==> config.mk <==
export PLATFORM = sky130hd
export DESIGN_NAME = pipe_scoreboard_flat
export DESIGN_NICKNAME = d
export VERILOG_FILES = /design/src/rtl/pipe_scoreboard_if.sv /design/src/rtl/pipe_scoreboard.sv /design/src/flat_wrapper.sv
export SDC_FILE = /design/constraint.sdc
export NUM_CORES = 1
export LEC_CHECK = 0
export CAP_MARGIN = 40
export CORE_ASPECT_RATIO = 2
export CORE_MARGIN = 3
export CORE_UTILIZATION = 42
export CTS_CLUSTER_DIAMETER = 100
export DETAILED_ROUTE_END_ITERATION = 7
export PLACE_DENSITY = 0.7
export SYNTH_ARGS = -nofsm -noshare
export SYNTH_HDL_FRONTEND = slang
export SYNTH_SLANG_ARGS = --single-unit
==> constraint.sdc <==
create_clock -name cpu_clk -period 12.3 [get_ports cpu_clk]
set_input_delay 2.46 -clock cpu_clk [delete_from_list [all_inputs] [get_ports cpu_clk]]
set_output_delay 2.46 -clock cpu_clk [all_outputs]
set_load 0.05 [all_outputs]
==> src/rtl/pipe_scoreboard_if.sv <==
// pipe_scoreboard_if: connects the in-order pipeline to its hazard/retire
// scoreboard. The pipeline (master) presents the ID instruction and the EX
// redirect. The scoreboard (slave) returns the stall/flush/bubble controls
// and the per-instruction retire strobe for the debug trace.
interface pipe_scoreboard_if #(
   parameter int REG_BITS = 5
);
   // ID stage instruction
   logic                id_valid;
   logic [REG_BITS-1:0] id_rs1;
   logic                id_rs1_used;
   logic [REG_BITS-1:0] id_rs2;
   logic                id_rs2_used;
   logic [REG_BITS-1:0] id_rd;
   logic                id_rf_we;
   logic [31:0]         id_pc;
   // EX redirect (taken branch / jump)
   logic                ex_redirect;
   // pipeline controls
   logic                stall;
   logic                bubble;
   logic                flush_ifid;
   // retire trace
   logic                wb_have_inst;
   logic [31:0]         wb_pc;
   logic                wb_ena;
   logic [REG_BITS-1:0] wb_reg;

   modport master (
      output id_valid, id_rs1, id_rs1_used, id_rs2, id_rs2_used,
             id_rd, id_rf_we, id_pc, ex_redirect,
      input  stall, bubble, flush_ifid,
             wb_have_inst, wb_pc, wb_ena, wb_reg
   );

   modport slave (
      input  id_valid, id_rs1, id_rs1_used, id_rs2, id_rs2_used,
             id_rd, id_rf_we, id_pc, ex_redirect,
      output stall, bubble, flush_ifid,
             wb_have_inst, wb_pc, wb_ena, wb_reg
   );
endinterface

==> src/rtl/pipe_scoreboard.sv <==
// pipe_scoreboard: in-order pipeline hazard and retire tracker.
// A shift register holds one slot per stage from EX (slot 1) to WB
// (slot DEPTH). Each slot carries {valid, rf write, rd, pc}. A RAW hazard
// against any live writing slot stalls ID. A redirect from EX squashes the
// ID instruction and wins over a stall. The slot at WB drives the retire
// trace directly, so the retire outputs are registered.
// Optional macro SB_PERF_EN adds 32-bit wrapping counters for stall
// cycles, flushes and retired instructions.
module pipe_scoreboard #(
   parameter int DEPTH    = 3,   // 2..6
   parameter int REG_BITS = 5,
   parameter int RF_WTHRU = 1
) (
   input  logic               cpu_clk,
   input  logic               cpu_rst,
   pipe_scoreboard_if.slave   sb
`ifdef SB_PERF_EN
   ,
   output logic [31:0]        perf_stall_cycles,
   output logic [31:0]        perf_flushes,
   output logic [31:0]        perf_retired
`endif
);

   // With a write-through RF, the WB slot is already readable in ID.
   // That slot therefore drops out of the hazard window.
   localparam int HZ_LAST = (RF_WTHRU != 0) ? DEPTH - 1 : DEPTH;

   // The valid bit lives in vld_pipe. The payload lives in slot.
   typedef struct packed {
      logic                we;
      logic [REG_BITS-1:0] rd;
      logic [31:0]         pc;
   } slot_t;

   logic  [DEPTH:1] vld_pipe;
   slot_t [DEPTH:1] slot;
   slot_t           slot_nxt;

   logic [DEPTH:1]  m1, m2;
   logic            hz1, hz2;
   logic            stall;
   logic            issue;

   // Per-slot match of the ID sources against in-flight destinations.
   // Slots beyond the hazard window are tied off.
   for (genvar k = 1; k <= DEPTH; k++) begin : g_cmp
      if (k <= HZ_LAST) begin : g_on
         assign m1[k] = vld_pipe[k] & slot[k].we & (slot[k].rd == sb.id_rs1);
         assign m2[k] = vld_pipe[k] & slot[k].we & (slot[k].rd == sb.id_rs2);
      end else begin : g_off
         assign m1[k] = 1'b0;
         assign m2[k] = 1'b0;
      end
   end

   // Hazard detection and pipeline control. Reads of x0 never hazard.
   always_comb begin
      hz1   = sb.id_rs1_used & (sb.id_rs1 != '0) & (|m1);
      hz2   = sb.id_rs2_used & (sb.id_rs2 != '0) & (|m2);
      stall = sb.id_valid & (hz1 | hz2) & ~sb.ex_redirect;
      issue = sb.id_valid & ~stall & ~sb.ex_redirect;
   end

   assign sb.stall      = stall;
   assign sb.bubble     = stall | sb.ex_redirect;
   assign sb.flush_ifid = sb.ex_redirect;

   // Slot-1 payload. A write to x0 is dropped here, so x0 never blocks a
   // consumer. The instruction still retires, with wb_ena low.
   always_comb begin
      slot_nxt = '0;
      if (issue) begin
         slot_nxt.we = sb.id_rf_we & (sb.id_rd != '0);
         slot_nxt.rd = sb.id_rd;
         slot_nxt.pc = sb.id_pc;
      end
   end

   // The slot shift advances every cycle. Only ID holds on a stall, so a
   // stall or redirect inserts an empty slot (a bubble).
   always_ff @(posedge cpu_clk or posedge cpu_rst) begin
      if (cpu_rst) begin
         vld_pipe <= '0;
         slot     <= '0;
      end else begin
         vld_pipe <= {vld_pipe[DEPTH-1:1], issue};
         slot     <= {slot[DEPTH-1:1], slot_nxt};
      end
   end

   // The retire trace comes straight from the WB slot.
   assign sb.wb_have_inst = vld_pipe[DEPTH];
   assign sb.wb_pc        = slot[DEPTH].pc;
   assign sb.wb_ena       = slot[DEPTH].we;
   assign sb.wb_reg       = slot[DEPTH].rd;

`ifdef SB_PERF_EN
   // Free-running event counters. They wrap naturally at 2^32.
   always_ff @(posedge cpu_clk or posedge cpu_rst) begin
      if (cpu_rst) begin
         perf_stall_cycles <= '0;
         perf_flushes      <= '0;
         perf_retired      <= '0;
      end else begin
         if (stall)
            perf_stall_cycles <= perf_stall_cycles + 32'd1;
         if (sb.ex_redirect)
            perf_flushes <= perf_flushes + 32'd1;
         if (vld_pipe[DEPTH])
            perf_retired <= perf_retired + 32'd1;
      end
   end
`endif

endmodule

==> src/flat_wrapper.sv <==
// flat-port wrapper written by rule: the top's interface ports become plain ports
module pipe_scoreboard_flat 
#(
   parameter int DEPTH    = 3,          
   parameter int REG_BITS = 5,
   parameter int RF_WTHRU = 1
)
  (cpu_clk, cpu_rst, sb_id_valid, sb_id_rs1, sb_id_rs1_used, sb_id_rs2, sb_id_rs2_used, sb_id_rd, sb_id_rf_we, sb_id_pc, sb_ex_redirect, sb_stall, sb_bubble, sb_flush_ifid, sb_wb_have_inst, sb_wb_pc, sb_wb_ena, sb_wb_reg);
  pipe_scoreboard_if #(.REG_BITS(REG_BITS)) sb_i ();
  input  logic cpu_clk;
  input  logic cpu_rst;
  input wire logic [$bits(sb_i.id_valid)-1:0] sb_id_valid;
  input wire logic [$bits(sb_i.id_rs1)-1:0] sb_id_rs1;
  input wire logic [$bits(sb_i.id_rs1_used)-1:0] sb_id_rs1_used;
  input wire logic [$bits(sb_i.id_rs2)-1:0] sb_id_rs2;
  input wire logic [$bits(sb_i.id_rs2_used)-1:0] sb_id_rs2_used;
  input wire logic [$bits(sb_i.id_rd)-1:0] sb_id_rd;
  input wire logic [$bits(sb_i.id_rf_we)-1:0] sb_id_rf_we;
  input wire logic [$bits(sb_i.id_pc)-1:0] sb_id_pc;
  input wire logic [$bits(sb_i.ex_redirect)-1:0] sb_ex_redirect;
  output wire logic [$bits(sb_i.stall)-1:0] sb_stall;
  output wire logic [$bits(sb_i.bubble)-1:0] sb_bubble;
  output wire logic [$bits(sb_i.flush_ifid)-1:0] sb_flush_ifid;
  output wire logic [$bits(sb_i.wb_have_inst)-1:0] sb_wb_have_inst;
  output wire logic [$bits(sb_i.wb_pc)-1:0] sb_wb_pc;
  output wire logic [$bits(sb_i.wb_ena)-1:0] sb_wb_ena;
  output wire logic [$bits(sb_i.wb_reg)-1:0] sb_wb_reg;
  assign sb_i.id_valid = sb_id_valid;
  assign sb_i.id_rs1 = sb_id_rs1;
  assign sb_i.id_rs1_used = sb_id_rs1_used;
  assign sb_i.id_rs2 = sb_id_rs2;
  assign sb_i.id_rs2_used = sb_id_rs2_used;
  assign sb_i.id_rd = sb_id_rd;
  assign sb_i.id_rf_we = sb_id_rf_we;
  assign sb_i.id_pc = sb_id_pc;
  assign sb_i.ex_redirect = sb_ex_redirect;
  assign sb_stall = sb_i.stall;
  assign sb_bubble = sb_i.bubble;
  assign sb_flush_ifid = sb_i.flush_ifid;
  assign sb_wb_have_inst = sb_i.wb_have_inst;
  assign sb_wb_pc = sb_i.wb_pc;
  assign sb_wb_ena = sb_i.wb_ena;
  assign sb_wb_reg = sb_i.wb_reg;
  pipe_scoreboard #(.DEPTH(DEPTH), .REG_BITS(REG_BITS), .RF_WTHRU(RF_WTHRU)) u_core (.cpu_clk(cpu_clk), .cpu_rst(cpu_rst), .sb(sb_i));
endmodule
==> flow_summary.json <==
{
  "clock_path_buffers": 2,
  "grt_pass1_vias": 2164,
  "max_slew_margin_pct": 62.0,
  "internal-power_w": 0.000691,
  "timing.fmax_ghz": 0.139,
  "final_common_cell": "dfrtp_1",
  "fin_crit_sh_pct": 58.7,
  "vias": 1872,
  "seq_area_frac_synth_pct": 77.0,
  "wl_met2_mm": 3.45,
  "hold_viol": 0,
  "core_um2": 8710,
  "final_cell_mix": "dfrtp_1, clkdlybuf4s50_1, and2_1",
  "hpwl_mm": 4.30,
  "wl_met3_um": 552,
  "n_antenna_cell": 0,
  "status": "finished, final reports clean",
  "grt_usage_pct": 14.1,
  "setup_viol": 0,
  "clk_pin_slew_ns": 0.05,
  "cts_made_buffers": 17,
  "p_comb_share_pct": 7.7,
  "globalplace.congestion": 0.815,
  "synth.distinct_cells": 19,
  "rsz0062_at_grt": "no",
  "dp_worst_setup_slack_ns": 5.10,
  "wirelength_met1_mm": 2.04,
  "worstMarginPinSlew_ns": 0.570,
  "worstSkewPairLatency_ns": 0.39,
  "yosysTopAreaCell": "dfrtp_1",
  "cts-hold-fix-buffers": 0,
  "synthesis.area_um2": 3800,
  "swShare_pct": 21.7,
  "holdWs_ns": 0.337,
  "cts.sinks": 117,
  "power_frac_clock_pct": 46.3,
  "netlist_top_cells_area": "dfrtp_1, buf_4, and2_1, xor2_1, nor4_1",
  "post_cts_buffers": 0,
  "antenna_found_initial": 0,
  "cts_tree": "done",
  "p_seq_share_pct": 46.0,
  "drc_errors": 0,
  "drive_gt1_share_pct": 8.98,
  "overflow": 0,
  "postLayoutCoreUtil_pct": 58.5,
  "crit_type": "primary input to output pin",
  "synthCells": 240,
  "hold_path_class": "flop to flop",
  "slew_viol_final": 0,
  "root_buffer": "clkbuf_16",
  "grt_pass1_wl_mm": 10.5,
  "layout_min_cycle_time_ns": 7.21,
  "top_layer_used": "met4",
  "yosys_warnings": 0,
  "grt_max_degree": 66,
  "powerDensity_nw_per_um2": 173,
  "antenna_left": 0,
  "max_cap_viol_count": 0,
  "avgSynthCellArea_um2": 15.8,
  "synth-seq-cells": 117,
  "rows": 48,
  "dieWidth_um": 73.3,
  "worstPathMaxFanout": 3,
  "drt_iter0_drc": 91,
  "initial_core_util_pct": 43.7,
  "vias_per_cell": 4.43,
  "synth_top_area_share_pct": 77.0,
  "detail_route.wl_per_cell_um": 14.6,
  "critPathCaptureType": "output pin",
  "cts_max_level": 4,
  "start_kind": "primary input",
  "cts_resized": 0,
  "p_switching_w": 0.000191,
  "die_area_um2": 10300,
  "vdd_drop_max_mv": 0.104,
  "p_leak_nw": 2.44,
  "io-pin-count": 96,
  "synthesis.nets": 294,
  "largest_reg_flops": 76,
  "totalNegativeSetupSlack_ns": 0,
  "timing.final.ws_setup_ns": 5.09,
  "dr.pass1.iters": 5,
  "cp_data_arrival_time_ns": 4.75,
  "fin_nets": 368,
  "fin_skew_ns": 0.00749,
  "drt-total-wl_mm": 6.20,
  "die_h_um": 141,
  "required_ns": 9.84,
  "port_buffers": 95,
  "areaGrowthSynthToFinish_pct": 33.9
}
area by class of cell:
cell class | count | area, um^2
Timing Repair Buffer | 97 | 986
Inverter | 1 | 6.26
Multi-Input combinational cell | 80 | 552
Clock inverter | 6 | 32.5
Sequential cell | 117 | 2930
Fill cell | 680 | 3610
Clock buffer | 22 | 464
Tap cell | 100 | 125
Yosys cell counts:
master	n
clkbuf_2	1
buf_4	39
or3_1	1
o221a_2	1
o211ai_1	2
inv_1	1
a22oi_1	2
xor2_1	20
nor4_1	4
dfrtp_1	117
or4_1	2
nand2b_1	1
nand2_1	2
and2_1	37
nor2b_1	1
o311a_1	1
nor2_1	5
buf_6	2
o22a_1	1
cells by family (layout without fill, tap and decap cells):
logic type      after synthesis  in the layout  synth area share (%)
flops                       117            117                  77.0
simple gates                 53             53                  8.32
buf+inv                      43            126                  8.52
xor+xnor                     20             20                  4.61
compound gates                7              7                  1.58
power groups by stage:
stage | sequential (W) | combinational (W) | clock [W]
after floorplan | 0.000411 | 0.0000414 | 0
after global placement | 0.000411 | 0.0000665 | 0
after CTS | 0.000406 | 0.0000690 | 0.000420
after global routing | 0.000407 | 0.0000727 | 0.000439
final | 0.000406 | 0.0000676 | 0.000409
after detailed placement | 0.000412 | 0.0000687 | 0
per-layer routing:
metal / up-vias / GRT usage, %
met5: - / 0
met4: 0 / 7.07
met3: 10 / 8.14
met2: 79 / 23.1
met1: 912 / 13.8
li1: 871 / -
critical path, stage by stage:
cell             delay, ns
clkdlybuf4s50_1       0.46
xor2_1                0.17
nor4_1                0.37
a22oi_1               0.15
o22a_1                0.25
nor2_1                0.08
clkdlybuf4s50_1       0.80
per-stage QoR:
step                      total power, W  instance area (um^2)  cells
after floorplan                 0.000453                  3800    240
after global placement          0.000478                  4570    394
after detailed placement        0.000481                  4600    395
after CTS                       0.000895                  5090    423
after global routing            0.000919                  5090    423
final                           0.000882                  5090    423
final timing paths:
path / to / start / cells past startpoint / slack [ns]
setup / recovery: sb_stall / sb_id_rs2[1] / 7 / 5.09
hold / removal: u_core.slot[53] / u_core.slot[15] / 0 / 0.34
setup reg to reg: u_core.slot[2] / u_core.slot[36] / 5 / 10.28
hold reg to reg: u_core.slot[53] / u_core.slot[15] / 0 / 0.34
max in group asynchronous: u_core.slot[28] / cpu_rst / 4 / 8.89
min in group asynchronous: u_core.sb.wb_pc[18] / cpu_rst / 2 / 2.42
No activity file was read; power rests on OpenSTA's default activity.
